**src/rtl/xor_accum_pkg.sv**
```systemverilog
// rtl/xor_accum_pkg.sv - shared state encoding and mode constants for the XOR frame accumulator
package xor_accum_pkg;

    typedef enum logic [1:0] {
        IDLE  = 2'd0,
        ACCUM = 2'd1,
        DONE  = 2'd2
    } state_t;

    localparam logic MODE_XOR  = 1'b0;
    localparam logic MODE_XNOR = 1'b1;

endpackage

```
**src/rtl/xor_frame_accum_if.sv**
```systemverilog
// rtl/xor_frame_accum_if.sv - word-in / signature-out handshake bundle; out_parity only with XOR_PARITY_EN
interface xor_frame_accum_if #(
    parameter int WIDTH = 8,
    parameter int CNT_W = 8
);
    logic             mode;
    logic             in_valid;
    logic             in_ready;
    logic [WIDTH-1:0] in_data;
    logic             in_last;
    logic             out_valid;
    logic             out_ready;
    logic [WIDTH-1:0] out_data;
    logic [CNT_W-1:0] out_count;
    logic             out_ovf;
`ifdef XOR_PARITY_EN
    logic             out_parity;

    modport master (
        output mode, in_valid, in_data, in_last, out_ready,
        input  in_ready, out_valid, out_data, out_count, out_ovf, out_parity
    );
    modport slave (
        input  mode, in_valid, in_data, in_last, out_ready,
        output in_ready, out_valid, out_data, out_count, out_ovf, out_parity
    );
`else
    modport master (
        output mode, in_valid, in_data, in_last, out_ready,
        input  in_ready, out_valid, out_data, out_count, out_ovf
    );
    modport slave (
        input  mode, in_valid, in_data, in_last, out_ready,
        output in_ready, out_valid, out_data, out_count, out_ovf
    );
`endif
endinterface

```
**src/rtl/xor_word.sv**
```systemverilog
// rtl/xor_word.sv - combinational word combine: a^d for XOR mode, ~(a^d) for XNOR mode
module xor_word
    import xor_accum_pkg::*;
#(
    parameter int WIDTH = 8
) (
    output logic [WIDTH-1:0] y,
    input  logic [WIDTH-1:0] a,
    input  logic [WIDTH-1:0] d,
    input  logic             mode
);

    always_comb begin
        y = (mode == MODE_XNOR) ? ~(a ^ d) : (a ^ d);
    end

endmodule

```
**src/rtl/xor_frame_accum.sv**
```systemverilog
// rtl/xor_frame_accum.sv - folds each input frame into one XOR/XNOR signature; XOR_PARITY_EN adds out_parity
module xor_frame_accum
    import xor_accum_pkg::*;
#(
    parameter int               WIDTH = 8,
    parameter int               CNT_W = 8,
    parameter logic [WIDTH-1:0] INIT  = '0
) (
    input logic              clk,
    input logic              reset,
    xor_frame_accum_if.slave bus
);

    localparam logic [CNT_W-1:0] CNT_MAX = '1;

    state_t           state_q, state_d;
    logic [WIDTH-1:0] acc_q, acc_d;
    logic [CNT_W-1:0] count_q, count_d;
    logic             ovf_q, ovf_d;
    logic             mode_q, mode_d;
    logic             out_valid_q, out_valid_d;

    logic [WIDTH-1:0] word_a, word_y;
    logic             word_mode;
    logic             beat;

    assign bus.in_ready = ~reset && (state_q != DONE);
    assign beat         = bus.in_valid && bus.in_ready;

    // The first beat of a frame combines with the seed under the mode presented with it.
    always_comb begin
        word_a    = (state_q == IDLE) ? INIT : acc_q;
        word_mode = (state_q == IDLE) ? bus.mode : mode_q;
    end

    xor_word #(.WIDTH(WIDTH)) u_xor_word (
        .y    (word_y),
        .a    (word_a),
        .d    (bus.in_data),
        .mode (word_mode)
    );

    always_comb begin
        state_d = state_q;
        acc_d   = acc_q;
        count_d = count_q;
        ovf_d   = ovf_q;
        mode_d  = mode_q;
        case (state_q)
            IDLE: begin
                if (beat) begin
                    acc_d   = word_y;
                    count_d = CNT_W'(1);
                    ovf_d   = 1'b0;
                    mode_d  = bus.mode;
                    state_d = bus.in_last ? DONE : ACCUM;
                end
            end
            ACCUM: begin
                if (beat) begin
                    acc_d = word_y;
                    if (count_q == CNT_MAX) begin
                        ovf_d = 1'b1;
                    end else begin
                        count_d = count_q + CNT_W'(1);
                    end
                    if (bus.in_last) begin
                        state_d = DONE;
                    end
                end
            end
            DONE: begin
                if (bus.out_ready) begin
                    state_d = IDLE;
                end
            end
            default: state_d = IDLE;
        endcase
        out_valid_d = (state_d == DONE);
    end

    always_ff @(posedge clk) begin
        if (reset) begin
            state_q     <= IDLE;
            acc_q       <= INIT;
            count_q     <= '0;
            ovf_q       <= 1'b0;
            mode_q      <= MODE_XOR;
            out_valid_q <= 1'b0;
        end else begin
            state_q     <= state_d;
            acc_q       <= acc_d;
            count_q     <= count_d;
            ovf_q       <= ovf_d;
            mode_q      <= mode_d;
            out_valid_q <= out_valid_d;
        end
    end

    assign bus.out_valid = out_valid_q;
    assign bus.out_data  = acc_q;
    assign bus.out_count = count_q;
    assign bus.out_ovf   = ovf_q;

`ifdef XOR_PARITY_EN
    logic parity_q, parity_d;

    always_comb begin
        parity_d = ^acc_d;
    end

    always_ff @(posedge clk) begin
        if (reset) begin
            parity_q <= 1'b0;
        end else begin
            parity_q <= parity_d;
        end
    end

    assign bus.out_parity = parity_q;
`endif

endmodule

```
**src/flat_wrapper.sv**
```systemverilog
// flat-port wrapper written by rule: the top's interface ports become plain ports
module xor_frame_accum_flat import xor_accum_pkg::*;
#(
    parameter int               WIDTH = 8,
    parameter int               CNT_W = 8,
    parameter logic [WIDTH-1:0] INIT  = '0
)
  (clk, reset, bus_mode, bus_in_valid, bus_in_data, bus_in_last, bus_out_ready, bus_in_ready, bus_out_valid, bus_out_data, bus_out_count, bus_out_ovf);
  xor_frame_accum_if #(.WIDTH(WIDTH), .CNT_W(CNT_W)) bus_i ();
  input logic clk;
  input logic reset;
  input wire logic [$bits(bus_i.mode)-1:0] bus_mode;
  input wire logic [$bits(bus_i.in_valid)-1:0] bus_in_valid;
  input wire logic [$bits(bus_i.in_data)-1:0] bus_in_data;
  input wire logic [$bits(bus_i.in_last)-1:0] bus_in_last;
  input wire logic [$bits(bus_i.out_ready)-1:0] bus_out_ready;
  output wire logic [$bits(bus_i.in_ready)-1:0] bus_in_ready;
  output wire logic [$bits(bus_i.out_valid)-1:0] bus_out_valid;
  output wire logic [$bits(bus_i.out_data)-1:0] bus_out_data;
  output wire logic [$bits(bus_i.out_count)-1:0] bus_out_count;
  output wire logic [$bits(bus_i.out_ovf)-1:0] bus_out_ovf;
  assign bus_i.mode = bus_mode;
  assign bus_i.in_valid = bus_in_valid;
  assign bus_i.in_data = bus_in_data;
  assign bus_i.in_last = bus_in_last;
  assign bus_i.out_ready = bus_out_ready;
  assign bus_in_ready = bus_i.in_ready;
  assign bus_out_valid = bus_i.out_valid;
  assign bus_out_data = bus_i.out_data;
  assign bus_out_count = bus_i.out_count;
  assign bus_out_ovf = bus_i.out_ovf;
  xor_frame_accum #(.WIDTH(WIDTH), .CNT_W(CNT_W), .INIT(INIT)) u_core (.clk(clk), .reset(reset), .bus(bus_i));
endmodule
```
**config.mk**
```make
export PLATFORM = sky130hd
export DESIGN_NAME = xor_frame_accum_flat
export DESIGN_NICKNAME = d
export VERILOG_FILES = /design/src/rtl/xor_accum_pkg.sv /design/src/rtl/xor_frame_accum_if.sv /design/src/rtl/xor_word.sv /design/src/rtl/xor_frame_accum.sv /design/src/flat_wrapper.sv
export SDC_FILE = /design/constraint.sdc
export NUM_CORES = 1
export LEC_CHECK = 0
export ABC_AREA = 1
export CORE_MARGIN = 1
export CORE_UTILIZATION = 52
export DETAILED_ROUTE_END_ITERATION = 8
export HOLD_SLACK_MARGIN = 0.12
export PLACE_DENSITY = 0.89
export SYNTH_ARGS = -nofsm -noshare
export SYNTH_HDL_FRONTEND = slang
export SYNTH_SLANG_ARGS = --single-unit
```
**constraint.sdc**
```tcl
create_clock -name clk -period 3 [get_ports clk]
set_input_delay 0.6 -clock clk [delete_from_list [all_inputs] [get_ports clk]]
set_output_delay 0.6 -clock clk [all_outputs]
set_load 0.05 [all_outputs]
```
* Yosys cells after proc, flatten, opt, wreduce, memory -nomap -nowiden
Cells that the tools add are included.
** Word-level totals
- Flip-flop bits (word level) :: 21
** Operators by class
- Add/subtract/negate cells :: 1
- Eq/ne operators :: 9
- Mux-type cells :: 17
- Bitwise logic cells :: 3
- Reduce and logical (&&, ||, !) cells :: 9
** Operators by type and width (count)
- $mux 8 :: 5
- $pmux 8 s2 :: 1
- $mux 2 :: 5
- $add 8x1->8 const B :: 1
- $eq 8x8->1 const B :: 1
- $not 8->8 :: 1
- $reduce_and 4->1 :: 2
- $xor 8x8->8 :: 1
- $ne 2x1->1 const B :: 3
- $pmux 2 s3 :: 1
- $eq 2x2->1 const B :: 2
- $mux 1 :: 4
- $ne 2x2->1 const B :: 2
- $reduce_and 2->1 :: 2
- $eq 2x1->1 const B :: 1
- $logic_and 1x1->1 :: 2
- $logic_not 2->1 :: 1
- $pmux 1 s2 :: 1
- $reduce_bool 2->1 :: 1
- $reduce_or 2->1 :: 1
- $not 1->1 :: 1

* Depth between registers and ports, before layout
- Depth in word-level cells :: 6
- Depth in mapped cells :: 9
- Mapped depth without buffers :: 8

* Modules after synthesis
Synthesis repeated with hierarchy kept, for this count alone.
** Second synthesis, totals
- Cells, all modules :: 225
- Area, all modules :: 1373.8 um^2
** Modules (own cells, without submodules)
- xor_frame_accum :: times used 1, cells each 151, area each 1046.0 um^2, seq. area each 420.4 um^2
- xor_word :: times used 1, cells each 74, area each 327.8 um^2, seq. area each 0.0 um^2

* Least setup slack after synthesis
Ideal clock, no wire load.
- Kind :: input port to flip-flop
- From :: in reset
- To :: reg u_core.count_q[5] (netlist: u_core.bus.out_count[5])
- Setup time :: 0.110 ns
- Arrival :: 2.101 ns
- Setup slack :: 0.789 ns
- Cell stages on the path :: 7
- Buffers on the path :: 1
- Cells stage by stage :: buf_2 > a21oi_1 > nand3_1 > nand2_1 > inv_1 > nand2_1 > nor2_1
** On the way
- Word-level cells in the longest chain between the ends :: 5
- Elaborated cells between the ends (all ways) :: 6
- Classes of those cells :: 2 x eq/ne; 1 x bitwise; 3 x reduce/logical
** RTL lines
- start: declaration :: line flat_wrapper.sv:11 : input logic reset;
- $not 1->1 (*) :: line xor_frame_accum.sv:27 : assign bus.in_ready = ~reset && (state_q != DONE);
- $logic_and 1x1->1 (*) :: line xor_frame_accum.sv:27
- via bus_in_ready :: line flat_wrapper.sv:17 : output wire logic [$bits(bus_i.in_ready)-1:0] bus_in_ready;
- $logic_and 1x1->1 (*) :: line xor_frame_accum.sv:28 : assign beat = bus.in_valid && bus.in_ready;
- $ne 2x1->1 (no source line)
- $reduce_and 4->1 (no source line) (*)
- end signal: assignment :: line xor_frame_accum.sv:93 : count_q <= count_d;
- end: declaration :: line xor_frame_accum.sv:18 : logic [CNT_W-1:0] count_q, count_d;
The timed path passes the listed nets; every way through them passes the cells marked *.
A chain may end at the register's enable or synchronous reset.

* Final worst setup path
- From :: in reset
- To :: out bus_in_ready
** On the way
- Word-level cells in the longest chain between the ends :: 2
** RTL lines (line)
- $not 1->1 :: xor_frame_accum.sv:27
- $logic_and 1x1->1 :: xor_frame_accum.sv:27
- end: declaration :: flat_wrapper.sv:17
Every way passes these cells.

==> impl_metrics.csv <==
group,metric,value,unit
routing,vias,1382,
logic_synthesis,synth-edff-count,0,
global_route,grt_remaining_overflow,0,
logic_synthesis,yosysSeqAreaShare,31.4,%
setup_path,cp_cell_sequence,"clkdlybuf4s50_1, a21oi_1, buf_12",
clock_tree,path_clk_slew,120,ps
routing,wirelength,2.80,mm
clock_tree,ctsLongestPathBuffers,2,
logic_synthesis,ys.flop_type,"dfxtp_1",
timing,tightest_slew,631,ps
logic_synthesis,syn_nets,235,
clock_tree,insertion_delay,310,ps
power,total_power,0.618,mW
die,die_h,52.7,um
finish,final_common_cell,"nand2_1",
power,p_sw,0.210,mW
setup_path,cp.arrival,1750,ps
logic_synthesis,syn_avg_cell_area,6.08,um^2
placed_design,dp_cells,278,
global_route,grt_max_degree,16,
timing,finalMaxSlewViolations,0,
routing,ant_nets,0,
placed_design,gp_congestion,0.795,
timing,final.setup.tns,0,ps
finish,syn_to_final_growth,27.3,%
finish,drive_gt1_share,5.16,%
setup_path,r2r_setup_slack,1190,ps
placed_design,hpwlAfterDp,2.08,mm
hold_path,whs_endpoint,"u_core.bus.out_count[1]$_SDFFE_PP0P_",
logic_synthesis,synth_seq_cells,21,
flow_run,drv_cap,0,
logic_synthesis,synthTopCellsByArea,"dfxtp_1 31%, nand2_1 16%, nand3_1 13%",
setup_path,worst_r2r_path_depth,7,
power,power_frac_seq,48.9,%
clock_tree,postCtsSetupRepairBufs,0,
clock_tree,cts-hold-fix-buffers,0,
timing,finalCriticalPeriod,2350,ps
clock_tree,ctsRootBufferMaster,"clkbuf_4",
power,pwr-share-comb,28.5,%
setup_path,critPathKind,"input pin to output pin",
global_route,grt_pass1_wl,4.43,mm
finish,finalNetCount,268,
power,internal-power,0.408,mW
timing,finalSetupViolCount,0,
die,io_pins,33,
logic_synthesis,synth_largest_area_cell,"dfxtp_1",
power,switching_share,34.0,%
finish,fin_area,1700,um^2
finish,seqCellArea,420,um^2
die,coreArea,2450,um^2
setup_path,worstReg2RegEnd,"u_core.bus.out_count[3]$_SDFFE_PP0P_",
power,leakage,0.760,nW
status,status,"finished, final reports clean",
finish,multiInputGateArea,704,um^2
timing,fmax,426,MHz
timing,timing.final.crit_share,78.3,%
die,dieArea,2780,um^2
routing,wl_per_cell,9.91,um
setup_path,cp_slowest_stage_delay,580,ps
global_route,grt_pass1_vias,1097,
finish,layout_common_cells,"56 x nand2_1, 44 x inv_1, 36 x nand3_1",
setup_path,worst_setup_path_end_kind,"output pin",
routing,first_pass_iters,4,
placed_design,dpl-instance-area,1680,um^2
logic_synthesis,synthArstFlopShare,0,%
setup_path,r2r-start,"u_core.bus.out_count[0]$_SDFFE_PP0P_",
clock_tree,cts_resized,0,
hold_path,min_path_type,"register to register",
hold_path,min-delay-start,"u_core.bus.out_count[1]$_SDFFE_PP0P_",
routing,drt_iter0_drc,43,
logic_synthesis,syn-instance-count,220,
finish,final_cells,282,
die,die_w,52.7,um
timing,rsz0062_at_grt,"false",
logic_synthesis,ys_types,26,
routing,drc,0,
global_route,antenna_found_initial,0,
logic_synthesis,syn-cell-area,1340,um^2
clock_tree,clock_sinks,21,
setup_path,crit_path_top_delay_cell,"clkdlybuf4s50_1",
setup_path,start_kind,"input pin",
placed_design,io_buffers,32,
global_route,grt_use_total,21.2,%
setup_path,cp.required,2400,ps
die,initial_utilization,54.5,%
routing,via_per_inst,4.90,
clock_tree,htree_levels,1,
logic_synthesis,synth_top_area_share,31.4,%
finish,antennaDiodeCount,0,
clock_tree,tritoncts,"done",
power,p_per_area,363,nW/um^2
clock_tree,numCtsBuffers,3,
power,clkPwrFrac,22.6,%
setup_path,critPathMaxFanout,10,
timing,max_slew_margin,57.9,%
finish,final_util,69.4,%
timing,fin_skew,6.47,ps
logic_synthesis,yosysWarnings,0,
timing,hold_viol,0,
power,irDropWorstVdd,0.265,mV
hold_path,worstHoldPathCells,2,
die,rows,18,
finish,fill_cells,226,
cells in the mapped netlist (2+ instances only):
cell type,instances
a21oi_1,15
nand4_1,4
buf_2,2
inv_1,44
dfxtp_1,21
nand2_1,56
nor2_1,13
o21ai_0,2
nand3_1,36
nor3_1,3
o21ai_1,8
buf_6,2
logic make-up after synthesis:
group | share of synthesized area [%]
and+or+nand+nor | 39.4
buffers and inverters | 15.9
AOI/OAI and AO/OA | 11.7
DFF | 31.4
xor gates and xnor gates | 0.655
adders and majority gates | 0.935
metal layers:
layer,up-vias,track usage [%],share of wire (%)
met1,590,26.0,50
met2,30,38.0,45
met3,4,2.61,4.1
met5,-,0,0
met4,0,6.58,0.93
li1,758,-,-
worst max-delay path, delay by kind of cell:
family / cells / cell delay (ps)
buf+inv: 2 / 770
compound gates: 1 / 380
flip-flops by register name (all words and copies together), names as in the netlist:
signal	flops
u_core.bus.out_count	8
u_core.state_q	2
u_core.mode_q	1
u_core.bus.out_data	8
u_core.bus.out_ovf	1
u_core.bus.out_valid	1
worst max path at each step:
stage	start	to	slack, ps
6_report	reset	bus_in_ready	650
5_1_grt	reset	bus_in_ready	600
4_1_cts	reset	bus_in_ready	670
3_5_place_dp	reset	u_core.bus.out_count[6]$_SDFFE_PP0P_	670
3_3_place_gp	reset	bus_in_ready	680
2_1_floorplan	reset	u_core.bus.out_count[5]$_SDFFE_PP0P_	790
area by class of cell:
class | count | share of cell area [%]
clock buffer | 4 | 1.54
inverter | 45 | 9.92
timing repair buffer | 34 | 20.3
multi-input combinational | 148 | 41.4
tap | 30 | 2.20
sequential | 21 | 24.7
power by group through the flow:
stage	clock (mW)	combinational (mW)	sequential [mW]
floorplan	0	0.0868	0.342
global placement	0	0.174	0.308
detailed placement	0	0.176	0.308
CTS	0.143	0.177	0.302
global route	0.153	0.193	0.304
finish	0.140	0.176	0.302
per-stage QoR:
step / hold slack, ps / setup WS [ps]
2_1_floorplan: 535 / 789
3_3_place_gp: 524 / 684
3_5_place_dp: 520 / 673
4_1_cts: 545 / 669
5_1_grt: 576 / 595
6_report: 543 / 650
(Power assumes the default switching activity.)
